==> src/rtl/ram_pkg.sv <==
// ram_pkg: shared memory constants and controller state type.
package ram_pkg;
  localparam logic RW_WRITE = 1'b0;
  localparam logic RW_READ  = 1'b1;
  typedef enum logic {S_IDLE, S_CLEAR} state_t;
endpackage

==> src/rtl/ram_sync_clr_if.sv <==
// ram_sync_clr_if: access bus of the clearable synchronous RAM.
interface ram_sync_clr_if #(
  parameter int DATA_W = 16,
  parameter int ADDR_W = 4
);
  logic [DATA_W-1:0] A;
  logic [ADDR_W-1:0] addr;
  logic              en;
  logic              rw;
  logic              clr;
  logic              ready;
  logic [DATA_W-1:0] Q;
  logic              q_valid;
  modport master (output A, addr, en, rw, clr, input ready, Q, q_valid);
  modport slave  (input A, addr, en, rw, clr, output ready, Q, q_valid);
endinterface

==> src/rtl/ram_clear_ctrl.sv <==
// ram_clear_ctrl: clear sequencer walking every word once after reset or on request.
module ram_clear_ctrl
  import ram_pkg::*;
#(
  parameter int ADDR_W         = 4,
  parameter int CLEAR_ON_RESET = 1
) (
  input  logic              clk,
  input  logic              rst,
  input  logic              clr,
  output logic              ready,
  output logic              clr_we,
  output logic [ADDR_W-1:0] clr_addr
);
  state_t            state_q, state_d;
  logic [ADDR_W-1:0] cnt_q, cnt_d;
  // A request arriving mid-clear is ignored; the last word returns to idle.
  always_comb begin
    state_d = (state_q == S_CLEAR) ? (&cnt_q ? S_IDLE : S_CLEAR) : (clr ? S_CLEAR : S_IDLE);
    cnt_d   = (state_q == S_CLEAR) ? cnt_q + 1'b1 : '0;
  end
  always_ff @(posedge clk) begin
    if (rst) begin
      state_q <= (CLEAR_ON_RESET != 0) ? S_CLEAR : S_IDLE;
      cnt_q   <= '0;
    end else begin
      state_q <= state_d;
      cnt_q   <= cnt_d;
    end
  end
  assign ready    = (state_q == S_IDLE);
  assign clr_we   = (state_q == S_CLEAR);
  assign clr_addr = cnt_q;
endmodule

==> src/rtl/ram_sync_clr.sv <==
// ram_sync_clr: single-port synchronous RAM with registered reads and hardware clear.
module ram_sync_clr
  import ram_pkg::*;
#(
  parameter int DATA_W         = 16,
  parameter int ADDR_W         = 4,
  parameter int CLEAR_ON_RESET = 1
) (
  input logic           clk,
  input logic           rst,
  ram_sync_clr_if.slave bus
);
  localparam int DEPTH = 2 ** ADDR_W;
  logic [DATA_W-1:0] mem [DEPTH];
  logic              ready, clr_we, acc, we;
  logic [ADDR_W-1:0] clr_addr, wa;
  logic [DATA_W-1:0] wd, q_q, q_d;
  logic              q_valid_q, q_valid_d;
  ram_clear_ctrl #(.ADDR_W(ADDR_W), .CLEAR_ON_RESET(CLEAR_ON_RESET)) u_ctrl (
    .clk     (clk),
    .rst     (rst),
    .clr     (bus.clr),
    .ready   (ready),
    .clr_we  (clr_we),
    .clr_addr(clr_addr)
  );
  // The clear engine owns the write port whenever it is running.
  always_comb begin
    acc       = ready & bus.en;
    we        = clr_we | (acc & (bus.rw == RW_WRITE));
    wa        = clr_we ? clr_addr : bus.addr;
    wd        = clr_we ? '0 : bus.A;
    q_valid_d = acc & (bus.rw == RW_READ);
    q_d       = q_valid_d ? mem[bus.addr] : q_q;
  end
  always_ff @(posedge clk) begin
    if (!rst && we) mem[wa] <= wd;
  end
  always_ff @(posedge clk) begin
    if (rst) begin
      q_q       <= '0;
      q_valid_q <= 1'b0;
    end else begin
      q_q       <= q_d;
      q_valid_q <= q_valid_d;
    end
  end
  assign bus.ready   = ready;
  assign bus.Q       = q_q;
  assign bus.q_valid = q_valid_q;
endmodule

==> src/flat_wrapper.sv <==
// flat-port wrapper written by rule: the top's interface ports become plain ports
module ram_sync_clr_flat import ram_pkg::*;
#(
  parameter int DATA_W         = 16,
  parameter int ADDR_W         = 4,
  parameter int CLEAR_ON_RESET = 1
)
  (clk, rst, bus_A, bus_addr, bus_en, bus_rw, bus_clr, bus_ready, bus_Q, bus_q_valid);
  ram_sync_clr_if #(.DATA_W(DATA_W), .ADDR_W(ADDR_W)) bus_i ();
  input logic clk;
  input logic rst;
  input wire logic [$bits(bus_i.A)-1:0] bus_A;
  input wire logic [$bits(bus_i.addr)-1:0] bus_addr;
  input wire logic [$bits(bus_i.en)-1:0] bus_en;
  input wire logic [$bits(bus_i.rw)-1:0] bus_rw;
  input wire logic [$bits(bus_i.clr)-1:0] bus_clr;
  output wire logic [$bits(bus_i.ready)-1:0] bus_ready;
  output wire logic [$bits(bus_i.Q)-1:0] bus_Q;
  output wire logic [$bits(bus_i.q_valid)-1:0] bus_q_valid;
  assign bus_i.A = bus_A;
  assign bus_i.addr = bus_addr;
  assign bus_i.en = bus_en;
  assign bus_i.rw = bus_rw;
  assign bus_i.clr = bus_clr;
  assign bus_ready = bus_i.ready;
  assign bus_Q = bus_i.Q;
  assign bus_q_valid = bus_i.q_valid;
  ram_sync_clr #(.DATA_W(DATA_W), .ADDR_W(ADDR_W), .CLEAR_ON_RESET(CLEAR_ON_RESET)) u_core (.clk(clk), .rst(rst), .bus(bus_i));
endmodule
==> config.mk <==
export PLATFORM = sky130hd
export DESIGN_NAME = ram_sync_clr_flat
export DESIGN_NICKNAME = d
export VERILOG_FILES = /design/src/rtl/ram_pkg.sv /design/src/rtl/ram_sync_clr_if.sv /design/src/rtl/ram_clear_ctrl.sv /design/src/rtl/ram_sync_clr.sv /design/src/flat_wrapper.sv
export SDC_FILE = /design/constraint.sdc
export NUM_CORES = 1
export LEC_CHECK = 0
export BUFFER_PORTS_ARGS = -buffer_cell sky130_fd_sc_hd__buf_2
export CAP_MARGIN = 20
export CELL_PAD_IN_SITES_DETAIL_PLACEMENT = 0
export CELL_PAD_IN_SITES_GLOBAL_PLACEMENT = 1
export CORE_AREA = 2 2 197 199
export CTS_CLUSTER_DIAMETER = 100
export DETAILED_ROUTE_END_ITERATION = 10
export DIE_AREA = 0 0 199 201
export PLACE_DENSITY_LB_ADDON = 0.1
export SKIP_LAST_GASP = 1
export SYNTH_ARGS = -nofsm -noshare
export SYNTH_HDL_FRONTEND = slang
export SYNTH_HIERARCHICAL = 1
export SYNTH_SLANG_ARGS = --single-unit
==> constraint.sdc <==
create_clock -name clk -period 5.5 [get_ports clk]
set_input_delay 1.1 -clock clk [delete_from_list [all_inputs] [get_ports clk]]
set_output_delay 1.1 -clock clk [all_outputs]
set_load 0.02 [all_outputs]
* Word level (Yosys, flattened, before mapping)
Memories as Yosys holds them, arrays and structs flattened. A register that Yosys moved wholly into a read port is not among the register bits.
Cells that the tools add are included.
** Cells by class
- Add/sub/neg operators :: 1
- Muxes and demuxes :: 7
- Bitwise operators :: 6
- Reduce and logical (&&, ||, !) cells :: 4
** Operator list (count)
- 2-to-1 mux 16 bit :: 1
- 2-to-1 mux 1 bit :: 5
- adder 4 x 1 -> 4 bit (second input constant) :: 1
- 2-to-1 mux 4 bit :: 1
- AND reduction 4 bit :: 1
- AND 1 bit :: 3
- NOT 1 bit :: 2
- OR reduction 2 bit :: 1
- logical AND 1 bit :: 1
- zero test 1 bit :: 1
- OR 1 bit :: 1
** Word-level totals
- Register bits :: 6
- Memory bits (writable) :: 256
- Input bits :: 25
- Output and inout port bits :: 18
- Logic and storage cells :: 22
- Memories kept :: 1
** Memory list
- u_core.mem :: words 16, width 16, read ports 1, clocked after Yosys merged registers in 1, write ports 1, RTL line ram_sync_clr.sv:14 : logic [DATA_W-1:0] mem [DEPTH];

* Depth between registers and ports, before layout
Gate-level depths: netlist of run 1.
- Depth after elaboration :: 7
- Depth in mapped cells :: 7
- Mapped depth without buffers :: 5

* By module
Netlist of run 1, hierarchy kept.
** By module, submodules not included
- ram_sync_clr :: times used 1, cells each 527, area an instance 10712.8 µm², sequential area each 8027.7 µm²
- ram_clear_ctrl :: times used 1, cells each 20, area an instance 200.2 µm², sequential area each 100.1 µm²

* Least setup slack after synthesis of run 1
OpenSTA, ideal clock, no wires.
- Path type :: input-to-reg
- Start point :: input port bus_addr[1]
- End point :: memory u_core.mem[1][0], enable pin
- Library setup time :: 0.388 ns
- Arrival :: 2.641 ns
- Required time :: 5.112 ns
- Path slack :: 2.471 ns
- Cell stages on the path :: 6
- Path buffers :: 3
- Cell sequence :: buf_6 -> buf_4 -> buf_6 -> o32ai_1 -> nand2_1 -> nor2_1
** Between the ends
- Longest elaborated chain between the ends :: 1
** RTL lines
- start: declaration :: RTL line flat_wrapper.sv:13 : input wire logic [$bits(bus_i.addr)-1:0] bus_addr;
- 2-to-1 mux 4 bit :: RTL line ram_sync_clr.sv:31 : wa = clr_we ? clr_addr : bus.addr;
- end: declaration :: RTL line ram_sync_clr.sv:14
No other way between the ends.

* Worst setup path after layout of run 1
- Start point :: register u_core.u_ctrl.state_q (netlist: u_core/u_ctrl/clr_we)
- End point :: output port bus_ready
** Between the ends
- Longest elaborated chain between the ends :: 1
** RTL lines
- start: declaration :: RTL line ram_clear_ctrl.sv:15 : state_t state_q, state_d;
- start signal: assignment :: RTL line ram_clear_ctrl.sv:24 : state_q <= (CLEAR_ON_RESET != 0) ? S_CLEAR : S_IDLE;
- start signal: assignment :: RTL line ram_clear_ctrl.sv:27 : state_q <= state_d;
- NOT 1 bit :: RTL line ram_clear_ctrl.sv:31 : assign ready = (state_q == S_IDLE);
- end: declaration :: RTL line flat_wrapper.sv:17 : output wire logic [$bits(bus_i.ready)-1:0] bus_ready;
No other way between the ends.

==> results.cfg, run 1 <==
[status]
status = finished, final reports clean

[power_and_ir_drop]
irDropWorstVdd_mv = 0.201
power_leakage_nw = 4.41
total_power_mw = 4.38
powerDensity_mw_per_mm2 = 341

[cells_and_area]
nNetsFinal = 651
drive_gt1_share_pct = 24.3
fillers = 3614
syn2layout_area_growth_pct = 17.8

[floorplan]
pin_count = 43
initial_utilization_pct = 28.6
die-area_mm2 = 0.0400
die_x_um = 199
rows = 72
fp.dieH_um = 201
core_mm2 = 0.0381

[clocking]
clock_latency_ns = 0.55
clk_pin_slew_worst_paths_ns = 0.06
cts_sinks = 278
htreeDepth = 1
cts-root-buf = clkbuf_16
cts_made_buffers = 31
cts_hold_buffers = 0
cts_max_path_buffers = 3
cts_resized = 0
post_cts_buffers = 0
cts_tree = built

[placement]
io_buffers = 42
dp_hpwl_um = 16300
pre_cts_ws_ns = 2.14
gp_congestion = 0.692

[sta]
final_hold_viol_count = 0
final.setup.tns_ns = 0
rsz0062_at_grt = false
finalCritPeriodShare_pct = 53.4
fmax_mhz = 341
skew_ns = 0.0129
finalSetupViolations = 0
worstMarginPinSlew_ns = 1.06
fin_ws_ns = 2.57
slew_headroom_pct = 29.1
period_needed_ns = 2.93
drv_slew = 0

[global_route]
grt-ovfl-total = 0
grt_usage_pct = 13.0
antenna_found_initial = 0
grt_max_degree = 46
first_global_vias = 5560
grt_pass1_wl_um = 37300

[critical_path]
cp-end-kind = output port
critPathMaxFanout = 18
cp.arrival_ns = 1.83
ff2ff_path_depth = 6
r2r_slack_ns = 2.58
rr_endpoint = u_core/mem[2][5]
crit_start = u_core/u_ctrl/clr_we
startpoint_type = register
critical_path_class = reg2out
rr_startpoint = u_core/u_ctrl/clr_we
worstPathRequired_ns = 4.40
endpoint = bus_ready

[hold_path]
hold_path_class = reg2reg

[yosys]
synthCells = 547
synth_edf_count = 256
yosysMostFrequentCell = edfxtp_1
yosys.area.top_type_share_pct = 70.4
synth_nets = 573
async_flop_share_pct = 0
synth_top_area_cell = edfxtp_1
yosys-top-cells-area = edfxtp_1 (70%), mux4_1 (6.7%), mux2i_1 (4.5%), mux4_2 (4.1%), dfxtp_1 (4.0%)
ys_types = 39
synth_ff_type = edfxtp_1
synth_top_cells_by_count = edfxtp_1 (256), mux2i_1 (49), mux4_1 (28), dfxtp_1 (22), nor2_1 (22)
ys_ff_latch = 278
ys_seq_area_share_pct = 74.5
avgSynthCellArea_um2 = 20.0
synth_warnings = 6
synthesis.area_mm2 = 0.0109

[flow_run]
maxCapViolCount = 0

[detailed_routing]
via_per_inst = 4.54
wl_um = 25800
drc = 0
wl_per_cell_um = 22.1
vias = 5299
ant_nets = 0
drtPass1Iterations = 4
drtIter0Drc = 230
==> worst min-delay path by stage <==
stage / start / to / slack [ns] / depth (start not counted)
floorplan: u_core/u_ctrl/clr_addr[0] / u_core/u_ctrl/clr_addr[0] / 0.46 / 1
global placement: u_core/bus.Q[8] / u_core/bus.Q[8] / 0.47 / 2
detailed placement: u_core/bus.Q[0] / u_core/bus.Q[0] / 0.48 / 2
CTS: u_core/bus.Q[0] / u_core/bus.Q[0] / 0.49 / 2
global route: u_core/bus.Q[3] / u_core/bus.Q[3] / 0.53 / 2
finish: u_core/bus.Q[0] / u_core/bus.Q[0] / 0.49 / 2
==> layout make-up <==
class                           instances  area [um2]  share of cell area [%]
Sequential cell                       278        8130                    63.2
Clock inverter                         15        98.8                   0.769
Antenna cell                            1        2.50                  0.0195
Tap cell                              518         648                    5.04
Multi-Input combinational cell        235        2580                    20.0
Clock buffer                           40         840                    6.53
Inverter                                5        18.8                   0.146
Timing Repair Buffer                   74         539                    4.20
==> flip-flops by register name, summed over array words and instances (netlist names) <==
register,count
u_core/mem,256
u_core/bus.Q,16
u_core/u_ctrl/clr_addr,4
u_core/bus.q_valid,1
u_core/u_ctrl/clr_we,1
==> report_power, final <==
part / switching (mW) / leakage, nW / total, mW / internal [mW]
combinational: 0.101 / 1.38 / 0.177 / 0.0757
sequential: 0.00731 / 2.56 / 2.31 / 2.30
clock: 0.786 / 0.471 / 1.90 / 1.11
==> critical path, stage by stage (launching register included) <==
cell and delay (ns):
dfxtp_1 0.63, buf_4 0.35, inv_1 0.13, buf_2 0.18
==> layer usage <==
layer | track usage (%) | wire length (um) | vias to the layer above
li1 | - | - | 2410
met1 | 17.7 | 11700 | 2765
met2 | 21.8 | 12600 | 98
met3 | 1.95 | 1080 | 26
met4 | 3.04 | 424 | 0
met5 | 0 | 0 | -
==> metrics by stage <==
stage	utilization [%]	area [um2]	std cells	hold WS [ns]
finish	33.7	12900	1166	0.488
global route	33.7	12800	1165	0.525
CTS	33.6	12800	1161	0.493
detailed placement	31.2	11900	1106	0.478
global placement	30.8	11700	1098	0.466
floorplan	-	10900	547	0.464
==> kinds of logic after synthesis <==
group,count (synthesis),share of synthesized area [%]
adder cells (fa/ha/maj),1,0.115
buffers and inverters,34,2.34
XOR/XNOR,1,0.0803
multiplexers,97,15.4
flip-flops,278,74.5
AO/OA/AOI/OAI,59,3.76
AND/OR/NAND/NOR,77,3.86
==> layout by cell type (no fill, tap or decap), drive strengths merged, types with 3 or more instances in the layout <==
| cell type | n |
|---|---|
| nand2b | 16 |
| o21ai | 19 |
| a22oi | 16 |
| buf | 74 |
| clkinv | 13 |
| edfxtp | 256 |
| nand2 | 6 |
| a31oi | 3 |
| clkbuf | 40 |
| inv | 6 |
| mux4 | 48 |
| a32oi | 16 |
| nor2b | 17 |
| dfxtp | 22 |
| nor3 | 3 |
| nor2 | 22 |
| mux2i | 49 |
Note: power is estimated with default switching activity, not from simulation.
==> run 2, diff against run 1 <==
==> constraint.sdc (replaced) <==
create_clock -name clk -period 2.4 [get_ports clk]
set_input_delay 0.48 -clock clk [delete_from_list [all_inputs] [get_ports clk]]
set_output_delay 0.48 -clock clk [all_outputs]
set_load 0.02 [all_outputs]
==> run 2 against run 1 <==
Against the previous run: via count increased by 3.8%; clock power rose by 140%; flip-flop and latch count did not move; sequential power rose by 130%; critical path depth increased by 4; die area did not move; sequential share of layout area decreased by 1.5 points; combinational power grew 150%; count of clock-buffer cells in the layout decreased by 5; final cell count up 2.7%; total power up 130%; largest cell class unchanged.
==> results.cfg, run 2 (synthesis gave the netlist of run 1 again) <==
[cells_and_area]
final_common_cell = edfxtp_1
drive_gt1_share_pct = 27.7
syn2layout_area_growth_pct = 20.7
nNetsFinal = 683
largest_reg_flops = 256
final_cell_area_mm2 = 0.0132
n_antenna_cell = 0
post-route-util_pct = 34.6
final_cell_mix = edfxtp_1 (256), buf_4 (56), mux2i_1 (49), buf_2 (41), clkbuf_16 (30)
fillers = 3579
largest-register = u_core/mem

[detailed_routing]
wl_um = 27500
ant_nets = 0
drtPass1Iterations = 4
via_per_inst = 4.59
drtIter0Drc = 216
vias = 5499
wl_per_cell_um = 23.0
drc = 0

[power_and_ir_drop]
irDropWorstVdd_mv = 0.530
power_leakage_nw = 4.59
total_power_mw = 10.3
powerDensity_mw_per_mm2 = 781

[clocking]
cts_tree = built
cts-root-buf = clkbuf_16
cts_made_buffers = 30
cts_resized = 0
cts_hold_buffers = 0
post_cts_buffers = 0
clock_latency_ns = 0.56
clk_pin_slew_worst_paths_ns = 0.06
htreeDepth = 1
cts_sinks = 278
cts_max_path_buffers = 3

[floorplan]
initial_utilization_pct = 28.6
die-area_mm2 = 0.0400
fp.dieH_um = 201
pin_count = 43
rows = 72
core_mm2 = 0.0381
die_x_um = 199

[placement]
placed_area_mm2 = 0.0122
dp_hpwl_um = 18000
io_buffers = 42
gp_congestion = 0.731

[sta]
fmax_mhz = 483
period_needed_ns = 2.07
worstMarginPinSlew_ns = 1.08
drv_slew = 0
finalCritPeriodShare_pct = 86.3
rsz0062_at_grt = false
final_hold_viol_count = 0
skew_ns = 0.0127
finalSetupViolations = 0
slew_headroom_pct = 27.8

[critical_path]
worstPathRequired_ns = 2.66
startpoint_type = register
cp.arrival_ns = 2.33
critPathMaxFanout = 9
cp-end-kind = register
critical_path_class = reg2reg

[global_route]
grt-ovfl-total = 0
grt_usage_pct = 13.9
antenna_found_initial = 0
grt_pass1_wl_um = 40100
first_global_vias = 5860
grt_max_degree = 26

[flow_run]
maxCapViolCount = 0

[status]
status = finished, final reports clean

[hold_path]
hold_path_class = in2reg
[run 2: changes by cell type in the layout (fill, tap and decap cells not counted), sizes merged]
cell,delta
bufinv,+3
clkbuf,-5
diode,-1
clkinvlp,+2
inv,-1
buf,+33
[run 2: path summary, 6_finish.rpt]
| kind | from | to | slack [ns] | depth (start not counted) |
|---|---|---|---|---|
| worst min register to register | u_core/bus.Q[14] | u_core/bus.Q[14] | 0.49 | 2 |
| worst max-delay path | u_core/u_ctrl/clr_we | u_core/mem[9][12] | 0.33 | 7 |
| worst min-delay path | bus_clr | u_core/u_ctrl/clr_we | 0.18 | 3 |
| worst max register to register | u_core/u_ctrl/clr_we | u_core/mem[9][12] | 0.33 | 7 |
[run 2: worst max-delay path, cell delays in order, from the launching register on]
cell and delay (ns):
dfxtp_1 0.34, inv_1 0.11, nand3b_1 0.08, a21oi_1 0.27, buf_4 0.18, nand2_1 0.15
nor2_2 0.34, buf_4 0.28
[run 2: metrics by stage]
step	std cells	setup TNS, ns	hold WS (ns)	setup slack, ns
2_1_floorplan	547	-0.151	0.464	-0.00941
3_3_place_gp	1138	0	0.481	0.136
3_5_place_dp	1138	0	0.477	0.0955
4_1_cts	1192	0	0.160	0.293
5_1_grt	1197	0	0.206	0.237
6_report	1197	0	0.177	0.329
[run 2: cell type report]
type	count	area, um2	share of cell area (%)
repair buffers	107	826	6.27
flip-flops and latches	278	8130	61.7
well taps	518	648	4.92
clock buffers	35	769	5.84
clock inverters	19	204	1.55
multi-input cells	235	2580	19.6
inverters	5	18.8	0.143
[run 2: per-layer routing]
metal	global-route usage, %	vias up	part of all wire (%)
met5	0	-	0
met1	17.9	2903	44
met2	24.4	76	51
li1	-	2482	-
met4	3.76	0	2.3
met3	1.90	38	2.9
[run 2: power by group]
group          internal, mW  switching, mW  total [mW]  leakage [nW]
Sequential             5.28         0.0174        5.29          2.56
Combinational         0.198          0.238       0.437          1.56
Clock                  2.71           1.85        4.56         0.472
==> run 3, diff against run 2 <==
--- a/config.mk
+++ b/config.mk
@@ -9,10 +9,10 @@
 export CAP_MARGIN = 20
 export CELL_PAD_IN_SITES_DETAIL_PLACEMENT = 0
 export CELL_PAD_IN_SITES_GLOBAL_PLACEMENT = 1
-export CORE_AREA = 2 2 197 199
+export CORE_AREA = 2 2 181 218
 export CTS_CLUSTER_DIAMETER = 100
 export DETAILED_ROUTE_END_ITERATION = 10
-export DIE_AREA = 0 0 199 201
+export DIE_AREA = 0 0 183 220
 export PLACE_DENSITY_LB_ADDON = 0.1
 export SKIP_LAST_GASP = 1
 export SYNTH_ARGS = -nofsm -noshare
==> run 3 against run 2 <==
Against the previous run: hold slack better by 0.023 ns; clock skew is 0.0064 ns lower; clock power is essentially flat; final cell count shrank 2.8%; sequential share of layout area up 0.31 points; via count shrank 0.67%; setup slack worse by 0.040 ns; count of clock-buffer cells in the layout rose by 3; critical path depth decreased by 2; utilization down 0.39 points; die area grew 0.65%; combinational power about the same; critical path type unchanged; critical endpoint is now u_core/mem[10][10]; largest power group unchanged.
==> results.cfg, run 3 (synthesis gave the netlist of run 1 again) <==
[global_route]
grt_pass1_wl_um = 40000
grt_usage_pct = 13.7
first_global_vias = 5887
grt_max_degree = 37
antenna_found_initial = 0
grt-ovfl-total = 0

[detailed_routing]
via_per_inst = 4.70
drtIter0Drc = 359
vias = 5462
wl_per_cell_um = 23.4
drc = 0
drtPass1Iterations = 4
wl_um = 27200
ant_nets = 0

[floorplan]
rows = 79
core_mm2 = 0.0384
initial_utilization_pct = 28.5
die-area_mm2 = 0.0403
pin_count = 43
die_x_um = 183
fp.dieH_um = 220

[clocking]
post_cts_buffers = 0
cts_made_buffers = 29
cts_hold_buffers = 0
htreeDepth = 1
cts_max_path_buffers = 3
cts_resized = 0
cts-root-buf = clkbuf_16
cts_sinks = 278
clock_latency_ns = 0.54
clk_pin_slew_worst_paths_ns = 0.06
cts_tree = built

[sta]
final_hold_viol_count = 0
finalCritPeriodShare_pct = 88.0
finalSetupViolations = 0
skew_ns = 0.00632
worstMarginPinSlew_ns = 1.03
rsz0062_at_grt = false
fin_ws_ns = 0.289
fmax_mhz = 474
final.setup.tns_ns = 0
slew_headroom_pct = 31.1
drv_slew = 0
period_needed_ns = 2.11

[power_and_ir_drop]
powerDensity_mw_per_mm2 = 788
irDropWorstVdd_mv = 0.425
power_leakage_nw = 4.59

[cells_and_area]
nNetsFinal = 681
fillers = 3618
syn2layout_area_growth_pct = 20.1
n_antenna_cell = 0
final_cell_mix = edfxtp_1 (256), buf_4 (57), mux2i_1 (49), buf_2 (41), clkbuf_16 (29)
final_common_cell = edfxtp_1
largest-register = u_core/mem
drive_gt1_share_pct = 27.8
largest_reg_flops = 256

[hold_path]
hold_start = bus_clr
worstHoldEndpoint = u_core/u_ctrl/clr_we
hold_path_class = in2reg
hold_path_depth = 3

[critical_path]
critPathMaxFanout = 9
worstPathRequired_ns = 2.65
rr_endpoint = u_core/mem[10][10]
crit_family = simple AND/OR/NAND/NOR gates
path_buf_inv = 2
startpoint_type = register
max_stage_delay_ns = 0.58
cp.arrival_ns = 2.37
slowest_stage = nor2_2
cp-end-kind = register
r2r_slack_ns = 0.29
critical_path_class = reg2reg
rr_startpoint = u_core/u_ctrl/clr_we
ff2ff_path_depth = 5
cp_cell_sequence = inv_1, nor3b_1, o21ai_0, nor2_2, buf_12

[placement]
dp_hpwl_um = 17600
io_buffers = 42
pre_cts_ws_ns = 0.115
gp_congestion = 0.714

[flow_run]
maxCapViolCount = 0

[status]
status = finished, final reports clean
## run 3: cell types whose count changed in the layout (fill, tap and decap cells not counted), moves of 2 or more
cell      before  now
buf_12        10    8
clkbuf_1       5    7
clkbuf_8       0    2
clkinv_1       6    2
## run 3: how the worst max path moves through the flow
stage / from / cells after the start / to / slack, ns
3_3_place_gp: bus_addr[0] / 6 / u_core/bus.Q[8] / 0.11
4_1_cts: u_core/u_ctrl/clr_we / 5 / u_core/mem[10][2] / 0.26
2_1_floorplan: bus_addr[1] / 6 / u_core/mem[1][0] / -0.009
6_report: u_core/u_ctrl/clr_we / 5 / u_core/mem[10][10] / 0.29
3_5_place_dp: bus_addr[0] / 6 / u_core/bus.Q[8] / 0.11
5_1_grt: u_core/u_ctrl/clr_we / 5 / u_core/mem[10][2] / 0.14
## run 3: where the power goes
part           leakage [nW]  switching, mW  total (mW)  internal (mW)
clock network         0.481           1.78        4.59           2.81
registers              2.56         0.0154        5.29           5.27
logic                  1.54          0.240       0.436          0.197
## run 3: worst reg2reg max path: stages, from the launching register on
cell	delay, ns
dfxtp_1	0.42
inv_1	0.16
nor3b_1	0.25
o21ai_0	0.19
nor2_2	0.58
buf_12	0.22
## run 3: through the flow
stage | cell area, um2 | hold slack (ns) | util [%] | total power, mW | instances
floorplan | 10900 | 0.464 | - | 5.67 | 547
detailed placement | 12100 | 0.479 | 31.4 | 5.84 | 1101
CTS | 13000 | 0.175 | 34.0 | 10.5 | 1154
global route | 13100 | 0.203 | 34.2 | 10.7 | 1163
finish | 13100 | 0.200 | 34.2 | 10.3 | 1163
global placement | 12100 | 0.478 | 31.4 | 5.84 | 1101
## run 3: final cells by class
class                   count  area, um2  share of cell area (%)
clock inverters            15        200                    1.53
repair buffers            106        793                    6.05
clock buffers              38        779                    5.95
inverters                   5       18.8                   0.143
multi-input cells         235       2580                    19.7
flip-flops and latches    278       8130                    62.0
well taps                 486        608                    4.64
## run 3: metal layers
| layer | part of all wire (%) | wire length, um | up-vias | global-route usage (%) |
|---|---|---|---|---|
| met3 | 3.3 | 905 | 32 | 1.57 |
| met5 | 0 | 0 | - | 0 |
| li1 | - | - | 2478 | - |
| met2 | 51 | 13800 | 85 | 24.0 |
| met4 | 1.5 | 420 | 0 | 3.33 |
| met1 | 44 | 12100 | 2867 | 18.3 |
